<file path="src/rtl/muldiv_unit.sv">
// Multi-cycle multiply/divide unit owning the HI/LO pair: counted-latency multiply,
// restoring radix-2 divide, MTHI/MTLO writes, start/busy/done handshake and flush.
module muldiv_unit #(
  parameter int WIDTH   = 32,
  parameter int MUL_LAT = 5
) (
  input  logic             clk,
  input  logic             reset,
  input  logic             start,
  input  logic [2:0]       op,
  input  logic [WIDTH-1:0] A,
  input  logic [WIDTH-1:0] B,
  input  logic             flush,
  output logic             busy,
  output logic             done,
  output logic [WIDTH-1:0] hi,
  output logic [WIDTH-1:0] lo
);

  localparam logic [2:0] OP_MULTU = 3'b000;
  localparam logic [2:0] OP_MULT  = 3'b001;
  localparam logic [2:0] OP_DIVU  = 3'b010;
  localparam logic [2:0] OP_DIV   = 3'b011;
  localparam logic [2:0] OP_MTLO  = 3'b100;
  localparam logic [2:0] OP_MTHI  = 3'b101;

  localparam logic [1:0] ST_IDLE = 2'd0;
  localparam logic [1:0] ST_MUL  = 2'd1;
  localparam logic [1:0] ST_DIV  = 2'd2;

  localparam int CNT_MAX = (WIDTH > MUL_LAT) ? WIDTH : MUL_LAT;
  localparam int CNT_W   = (CNT_MAX > 2) ? $clog2(CNT_MAX) : 1;
  localparam logic [CNT_W-1:0] MUL_LAST = CNT_W'(MUL_LAT - 1);
  localparam logic [CNT_W-1:0] DIV_LAST = CNT_W'(WIDTH - 1);

  localparam logic [WIDTH-1:0] MOST_NEG = {1'b1, {(WIDTH-1){1'b0}}};
  localparam logic [WIDTH-1:0] ALL_ONES = {WIDTH{1'b1}};

  logic [1:0]       state_q, state_d;
  logic [CNT_W-1:0] cnt_q,   cnt_d;
  logic [WIDTH-1:0] a_q,     a_d;
  logic [WIDTH-1:0] b_q,     b_d;
  logic             sgn_q,   sgn_d;
  logic [WIDTH-1:0] rem_q,   rem_d;
  logic [WIDTH-1:0] quo_q,   quo_d;
  logic [WIDTH-1:0] hi_q,    hi_d;
  logic [WIDTH-1:0] lo_q,    lo_d;
  logic             done_q,  done_d;

  // Multiply datapath: operands extended to 2*WIDTH per signedness, low half of product kept.
  logic [2*WIDTH-1:0] a_ext, b_ext, prod;

  always_comb begin
    a_ext = sgn_q ? {{WIDTH{a_q[WIDTH-1]}}, a_q} : {{WIDTH{1'b0}}, a_q};
    b_ext = sgn_q ? {{WIDTH{b_q[WIDTH-1]}}, b_q} : {{WIDTH{1'b0}}, b_q};
    prod  = a_ext * b_ext;
  end

  // Divider step: the quotient register doubles as the dividend shift register.
  logic [WIDTH-1:0] a_mag_in;
  logic [WIDTH-1:0] b_mag;
  logic [WIDTH:0]   rem_shift;
  logic [WIDTH:0]   trial;
  logic [WIDTH-1:0] rem_next, quo_next;
  logic [WIDTH-1:0] quo_fin,  rem_fin;
  logic             div_zero, div_ovf;

  always_comb begin
    a_mag_in  = (op[0] && A[WIDTH-1]) ? -A : A;
    b_mag     = (sgn_q && b_q[WIDTH-1]) ? -b_q : b_q;
    rem_shift = {rem_q, quo_q[WIDTH-1]};
    trial     = rem_shift - {1'b0, b_mag};
    if (!trial[WIDTH]) begin
      rem_next = trial[WIDTH-1:0];
      quo_next = {quo_q[WIDTH-2:0], 1'b1};
    end else begin
      rem_next = rem_shift[WIDTH-1:0];
      quo_next = {quo_q[WIDTH-2:0], 1'b0};
    end
    quo_fin  = (sgn_q && (a_q[WIDTH-1] ^ b_q[WIDTH-1])) ? -quo_next : quo_next;
    rem_fin  = (sgn_q && a_q[WIDTH-1]) ? -rem_next : rem_next;
    div_zero = (b_q == '0);
    div_ovf  = sgn_q && (a_q == MOST_NEG) && (b_q == ALL_ONES);
  end

  always_comb begin
    // NOTE: every next-state signal gets a hold default first so no path infers a latch.
    state_d = state_q;
    cnt_d   = cnt_q;
    a_d     = a_q;
    b_d     = b_q;
    sgn_d   = sgn_q;
    rem_d   = rem_q;
    quo_d   = quo_q;
    hi_d    = hi_q;
    lo_d    = lo_q;
    done_d  = 1'b0;

    if (flush) begin
      // Abort wins over start, completion and MTHI/MTLO alike.
      state_d = ST_IDLE;
      cnt_d   = '0;
    end else begin
      case (state_q)
        ST_IDLE: begin
          if (start) begin
            case (op)
              OP_MULTU, OP_MULT: begin
                a_d     = A;
                b_d     = B;
                sgn_d   = op[0];
                cnt_d   = '0;
                state_d = ST_MUL;
              end
              OP_DIVU, OP_DIV: begin
                a_d     = A;
                b_d     = B;
                sgn_d   = op[0];
                rem_d   = '0;
                quo_d   = a_mag_in;
                cnt_d   = '0;
                state_d = ST_DIV;
              end
              OP_MTLO: lo_d = A;
              OP_MTHI: hi_d = A;
              default: ;
            endcase
          end
        end

        ST_MUL: begin
          if (cnt_q == MUL_LAST) begin
            {hi_d, lo_d} = prod;
            done_d       = 1'b1;
            cnt_d        = '0;
            state_d      = ST_IDLE;
          end else begin
            cnt_d = cnt_q + 1'b1;
          end
        end

        ST_DIV: begin
          rem_d = rem_next;
          quo_d = quo_next;
          if (cnt_q == DIV_LAST) begin
            if (div_zero) begin
              lo_d = ALL_ONES;
              hi_d = a_q;
            end else if (div_ovf) begin
              lo_d = MOST_NEG;
              hi_d = '0;
            end else begin
              lo_d = quo_fin;
              hi_d = rem_fin;
            end
            done_d  = 1'b1;
            cnt_d   = '0;
            state_d = ST_IDLE;
          end else begin
            cnt_d = cnt_q + 1'b1;
          end
        end

        default: begin
          state_d = ST_IDLE;
          cnt_d   = '0;
        end
      endcase
    end
  end

  always_ff @(posedge clk or negedge reset) begin
    if (!reset) begin
      state_q <= ST_IDLE;
      cnt_q   <= '0;
      a_q     <= '0;
      b_q     <= '0;
      sgn_q   <= 1'b0;
      rem_q   <= '0;
      quo_q   <= '0;
      hi_q    <= '0;
      lo_q    <= '0;
      done_q  <= 1'b0;
    end else begin
      // NOTE: non-blocking assignments so every register samples the pre-edge values.
      state_q <= state_d;
      cnt_q   <= cnt_d;
      a_q     <= a_d;
      b_q     <= b_d;
      sgn_q   <= sgn_d;
      rem_q   <= rem_d;
      quo_q   <= quo_d;
      hi_q    <= hi_d;
      lo_q    <= lo_d;
      done_q  <= done_d;
    end
  end

  assign busy = (state_q != ST_IDLE);
  assign done = done_q;
  assign hi   = hi_q;
  assign lo   = lo_q;

endmodule

</file>
<file path="config.mk">
export PLATFORM = sky130hd
export DESIGN_NAME = muldiv_unit
export DESIGN_NICKNAME = d
export VERILOG_FILES = /design/src/rtl/muldiv_unit.sv
export SDC_FILE = /design/constraint.sdc
export NUM_CORES = 2
export LEC_CHECK = 0
export ABC_AREA = 1
export CORE_ASPECT_RATIO = 1.1
export CORE_MARGIN = 5
export CORE_UTILIZATION = 35
export DETAILED_ROUTE_END_ITERATION = 16
export PLACE_DENSITY = 0.58
export SYNTH_ARGS = -nofsm -noshare
export SYNTH_HDL_FRONTEND = slang
export SYNTH_SLANG_ARGS = --single-unit
</file>
<file path="constraint.sdc">
create_clock -name clk -period 12.66 [get_ports clk]
set_clock_uncertainty 0.1 [all_clocks]
set_input_delay 1.899 -clock clk [delete_from_list [all_inputs] [get_ports clk]]
set_output_delay 1.899 -clock clk [all_outputs]
set_load 0.005 [all_outputs]
</file>
# Word level (Yosys, flattened, before mapping)
# Index checks and enable logic that the tools add are counted.
[word_totals]
register_bits = 201
wordCells = 106
[classes]
n_addsub = 6
n_mul = 1
n_eq_ne = 22
mux = 44
bitwise_logic = 2
reduce_logical = 21
[ops]
columns = ["op", "count"]
rows = [
  ["two-way mux 32 bit", 21],
  ["one-hot mux 32 bit (3 select lines)", 2],
  ["two-way mux 64 bit", 2],
  ["negation 32 bit", 4],
  ["one-hot mux 32 bit (2 select lines)", 2],
  ["equality test 32 bit, second input constant", 2],
  ["multiplier 64 x 64 -> 64 bit", 1],
  ["subtractor 33 x 32 -> 33 bit", 1],
  ["logical NOT 32 bit", 1],
  ["two-way mux 5 bit", 5],
  ["one-hot mux 5 bit (3 select lines)", 1],
  ["inequality test 3 bit, second input constant", 4],
  ["AND reduction 4 bit", 3],
  ["AND reduction 6 bit", 2],
  ["two-way mux 2 bit", 4],
  ["equality test 3 x 2 -> 1 bit, second input constant", 2],
  ["equality test 3 bit, second input constant", 2],
  ["logical AND 1 bit", 6],
  ["inequality test 2 x 1 -> 1 bit, second input constant", 3],
  ["inequality test 2 bit, second input constant", 3],
  ["one-hot mux 2 bit (3 select lines)", 1],
  ["adder 5 x 1 -> 5 bit, second input constant", 1],
  ["equality test 5 x 3 -> 1 bit, second input constant", 1],
  ["equality test 5 bit, second input constant", 1],
  ["16 further kinds", 21],
]

# Longest topological paths before layout
[logic_depth]
word_depth = 10
mapped_depth = 44
ltp_nobuf = 43

# Worst setup path after synthesis
# No wires, ideal clock.
[synth_timing]
path_type = "register to register"
from = "register a_q[31]"
to = "register hi_q[31] (netlist: hi[31])"
arrival_ns = 9.349
slack_ns = 3.133
path_stages_with_launch = 36
path_buffers = 4
synth_period_minus_slack_ns = 9.527
path_cell_list = "dfrtp_1 clkbuf_1 nand2_1 inv_1 clkbuf_1 buf_2 buf_1 nand2_1 fa_1 inv_1 fa_1 fa_1 inv_1 fa_1 inv_1 fa_1 fa_1 fa_1 inv_1 fa_1 inv_1 fa_1 inv_1 fa_1 inv_1 ha_1 a21oi_1 nor3_1 a2111oi_0 o211ai_1 a21oi_1 a21oi_1 nand3b_1 nand2_1 nand2_1 a21oi_1"
[synth_via]
elab_chain_cells = 7
[synth_rtl]
columns = ["item", "line", "text"]
rows = [
  ["start, declared", "41", "logic [WIDTH-1:0] a_q, a_d;"],
  ["start signal, assigned", "176", "a_q <= '0;"],
  ["start signal, assigned", "188", "a_q <= a_d;"],
  ["branches (longest 6 deep; another with multiplier 64 x 64 -> 64 bit)", "-", ""],
  ["one-hot mux 32 bit (3 select lines) (*)", "104", "case (state_q)"],
  ["end signal, assigned", "193", "hi_q <= hi_d;"],
  ["end, declared", "46", "logic [WIDTH-1:0] hi_q, hi_d;"],
]
# Mark *: on every way between the ends. The select of a mux whose other input is x is not followed.
# A chain may end at the register's enable or synchronous reset.

# Worst setup path in the final report
[layout_timing]
from = "register sgn_q"
to = "register hi_q[24] (netlist: hi[24])"
[layout_via]
elab_chain_cells = 10
[layout_rtl]
columns = ["item", "line", "text"]
rows = [
  ["start, declared", "43", "logic sgn_q, sgn_d;"],
  ["start signal, assigned", "190", "sgn_q <= sgn_d;"],
  ["logical AND 1 bit", "70", "b_mag = (sgn_q && b_q[WIDTH-1]) ? -b_q : b_q;"],
  ["two-way mux 32 bit", "70", ""],
  ["subtractor 33 x 32 -> 33 bit", "72", "trial = rem_shift - {1'b0, b_mag};"],
  ["two-way mux 32 bit", "73", "if (!trial[WIDTH]) begin"],
  ["negation 32 bit", "81", "rem_fin = (sgn_q && a_q[WIDTH-1]) ? -rem_next : rem_next;"],
  ["two-way mux 32 bit", "81", ""],
  ["two-way mux 32 bit", "149", "end else if (div_ovf) begin"],
  ["two-way mux 32 bit", "146", "if (div_zero) begin"],
  ["two-way mux 32 bit", "145", "if (cnt_q == DIV_LAST) begin"],
  ["one-hot mux 32 bit (3 select lines) (*)", "104", ""],
]
# Every way passes the cells marked *; elsewhere a longest branch is shown, timed or not. The select of a mux whose other input is x is not followed.

==> impl_metrics.csv <==
group,metric,value,unit
global_routing,grt_max_degree,122,
critical_path,max_stage_delay,0.85,ns
die,die_area,194400,µm²
drt,drt_pass1_iterations,6,
clock_tree,cts_setup_buffers,0,
global_routing,grt_usage,0.2584,
die,die_w,420.8,µm
layout,area_delta_synth_final,7.343,%
layout,final_nets,10140,
logic_synthesis,synth_area,64970,µm²
die,ioPinCount,137,
clock_tree,cts_num_sinks,201,
drt,drcViolationCount,0,
clock_tree,cts_buffers,25,
run,maxCapViolCount,0,
drt,ant_nets,0,
placed_design,place_area,68830,µm²
sta,hold_violations,0,
worst_hold_path,hold_depth,2,
sta,min_period,11.09,ns
critical_path,cpLargestDelayFamily,"adder cells",
layout,final_common_cell,"inv_1",
critical_path,reg2reg_slack,1.57,ns
layout,layout-drive-gt1-share,0.03451,
placed_design,place_congestion,0.9610,
sta,setup_viol,0,
logic_synthesis,syn_nets,10230,
critical_path,crit_top_cell,"fa_1",
logic_synthesis,synth_cell_types,63,
drt,wl,247400,µm
drt,wl_per_cell,23.04,µm
logic_synthesis,yosys_warnings,0,
drt,dr_total_vias,53470,
drt,drtIter0Drc,4355,
critical_path,r2r_cells,35,
die,core_area,184200,µm²
critical_path,worstPathRequired,13.11,ns
sta,tns,0,ns
die,row_count,165,
layout,stdcell_area,69750,µm²
sta,relSlewSlack,0.1298,
critical_path,cp_max_fo,36,
logic_synthesis,synth_cells,8390,
critical_path,cp_num_buf_inv,10,
sta,final_max_slew_viol_count,0,
critical_path,path_class,"reg2reg",
drt,vias_per_cell,4.978,
logic_synthesis,avgSynthCellArea,7.744,µm²
global_routing,grt_pass1_vias,58720,
sta,tightest_slew,1.292,ns
critical_path,arrival,11.54,ns
layout,final-instance-count-excl-fill,10740,
logic_synthesis,synth_seq_cells,201,
worst_hold_path,hold_path_end,"a_q[29]$_DFFE_PN0P_",
clock_tree,cts-resized-gates,0,
worst_hold_path,min-delay-start,"a_q[29]$_DFFE_PN0P_",
sta,clock.fmax,90.18,MHz
die,fp.dieH,461.9,µm
critical_path,slowest_stage,"o31ai_1",
critical_path,cp-end-kind,"register",
clock_tree,cts-root-buf,"clkbuf_16",
layout,final_cell_mix,"2507 x inv_1, 1818 x nand2_1, 1420 x fa_1, 448 x nor2_1, 350 x ha_1",
critical_path,r2r_end,"hi[24]$_DFFE_PN0P_",
placed_design,hpwl,203100,µm
sta,rsz0062_at_grt,"no",
critical_path,r2r_start,"sgn_q$_DFFE_PN0P_",
global_routing,grt_overflow,0,
logic_synthesis,ys_async_sr_fraction,1.000,
global_routing,grt_pass1_wl,374200,µm
sta,fin_hold_ws,0.3853,ns
logic_synthesis,synth_edf_count,0,
clock_tree,clk_pin_slew,0.07,ns
worst_hold_path,min_path_type,"reg2reg",
logic_synthesis,yosysSeqAreaShare,0.07741,
clock_tree,htreeDepth,1,
clock_tree,cts_tree,"built",
sta,timing.final.crit_share,0.8759,
run_status,status,"finished, final reports clean",
placed_design,numPortBuffers,136,
critical_path,crit_path_start_kind,"register",
placed_design,dp_cells,10690,
clock_tree,clock_latency,0.62,ns
clock_tree,ctsLongestPathBuffers,3,
global_routing,antenna_found_initial,10,
logic_synthesis,synth_ff_type,"dfrtp_1",
clock_tree,cts_hold_buf,0,
die,initial_core_util,0.3528,
[cell families after synthesis]
kind of cell | share of synthesized area
DFF | 0.07741
adders and majority gates | 0.5053
buffers and inverters | 0.1677
AOI/OAI and AO/OA | 0.06205
xor gates and xnor gates | 0.02062
and+or+nand+nor | 0.1650
muxes | 0.001906
[metal layers]
| layer | vias to the layer above | global-route usage | share of wire |
|---|---|---|---|
| met4 | 0 | 0.1273 | 0.064 |
| met2 | 2202 | 0.4256 | 0.46 |
| met1 | 26880 | 0.3289 | 0.40 |
| met3 | 544 | 0.04550 | 0.076 |
| met5 | - | 0 | 0 |
| li1 | 23850 | - | - |
[worst max-delay path by stage]
| stage | startpoint | to | slack [ns] | cells past startpoint |
|---|---|---|---|---|
| 6_report | sgn_q$_DFFE_PN0P_ | hi[24]$_DFFE_PN0P_ | 1.57 | 35 |
| 5_1_grt | sgn_q$_DFFE_PN0P_ | hi[24]$_DFFE_PN0P_ | 1.44 | 35 |
| 4_1_cts | sgn_q$_DFFE_PN0P_ | hi[24]$_DFFE_PN0P_ | 1.76 | 35 |
| 3_5_place_dp | sgn_q$_DFFE_PN0P_ | hi[24]$_DFFE_PN0P_ | 1.80 | 35 |
| 3_3_place_gp | sgn_q$_DFFE_PN0P_ | hi[24]$_DFFE_PN0P_ | 1.82 | 35 |
| 2_1_floorplan | a_q[31]$_DFFE_PN0P_ | hi[31]$_DFFE_PN0P_ | 3.13 | 35 |
[per-stage QoR]
step | util | worst slack (ns)
after floorplan | - | 3.133
after global placement | 0.3738 | 1.820
after detailed placement | 0.3738 | 1.800
after CTS | 0.3787 | 1.759
after global routing | 0.3787 | 1.438
final | 0.3787 | 1.571
[synthesized netlist by cell type (all sizes together) (13+ instances only)]
cell type | number | area [µm²]
clkbuf | 251 | 942.2
nand2 | 1855 | 7071
nand4 | 67 | 419.2
nand3 | 137 | 713.2
inv | 2517 | 9448
o21bai | 19 | 153.9
o22ai | 36 | 225.2
xor2 | 99 | 867.1
o221ai | 17 | 148.9
fa | 1420 | 28430
or2 | 24 | 150.1
nor3 | 51 | 276.5
a21oi | 270 | 1374
buf | 112 | 493.0
dfrtp | 201 | 5030
o21ai | 314 | 1598
xnor2 | 54 | 473.0
nor4 | 23 | 143.9
nand3b | 13 | 97.59
a31oi | 23 | 143.9
nor2 | 464 | 1799
ha | 352 | 4404
[layout make-up]
cell class / instances / area (µm²)
Clock inverter: 18 / 235.2
Tap cell: 2421 / 3029
Clock buffer: 28 / 666.9
Sequential cell: 201 / 5044
Inverter: 2520 / 9459
Antenna cell: 4 / 10.01
Fill cell: 19320 / 114400
Multi-Input combinational cell: 5306 / 49090
Timing Repair Buffer: 243 / 2207
[flip-flops by register name, indices dropped and copies added, names as in the netlist]
signal,cells
rem_q,32
cnt_q,5
a_q,32
state_q,2
lo,32
b_q,32
sgn_q,1
hi,32
quo_q,32
done,1
[worst min-delay path, stage by stage (launching register included)]
cell	delay, ns
dfrtp_1	0.35
nand2_1	0.05
o21ai_0	0.05
Power is left out: the tool's default activity adds up to more than one toggle a clock period on the data nets, which glitch-free logic cannot reach.
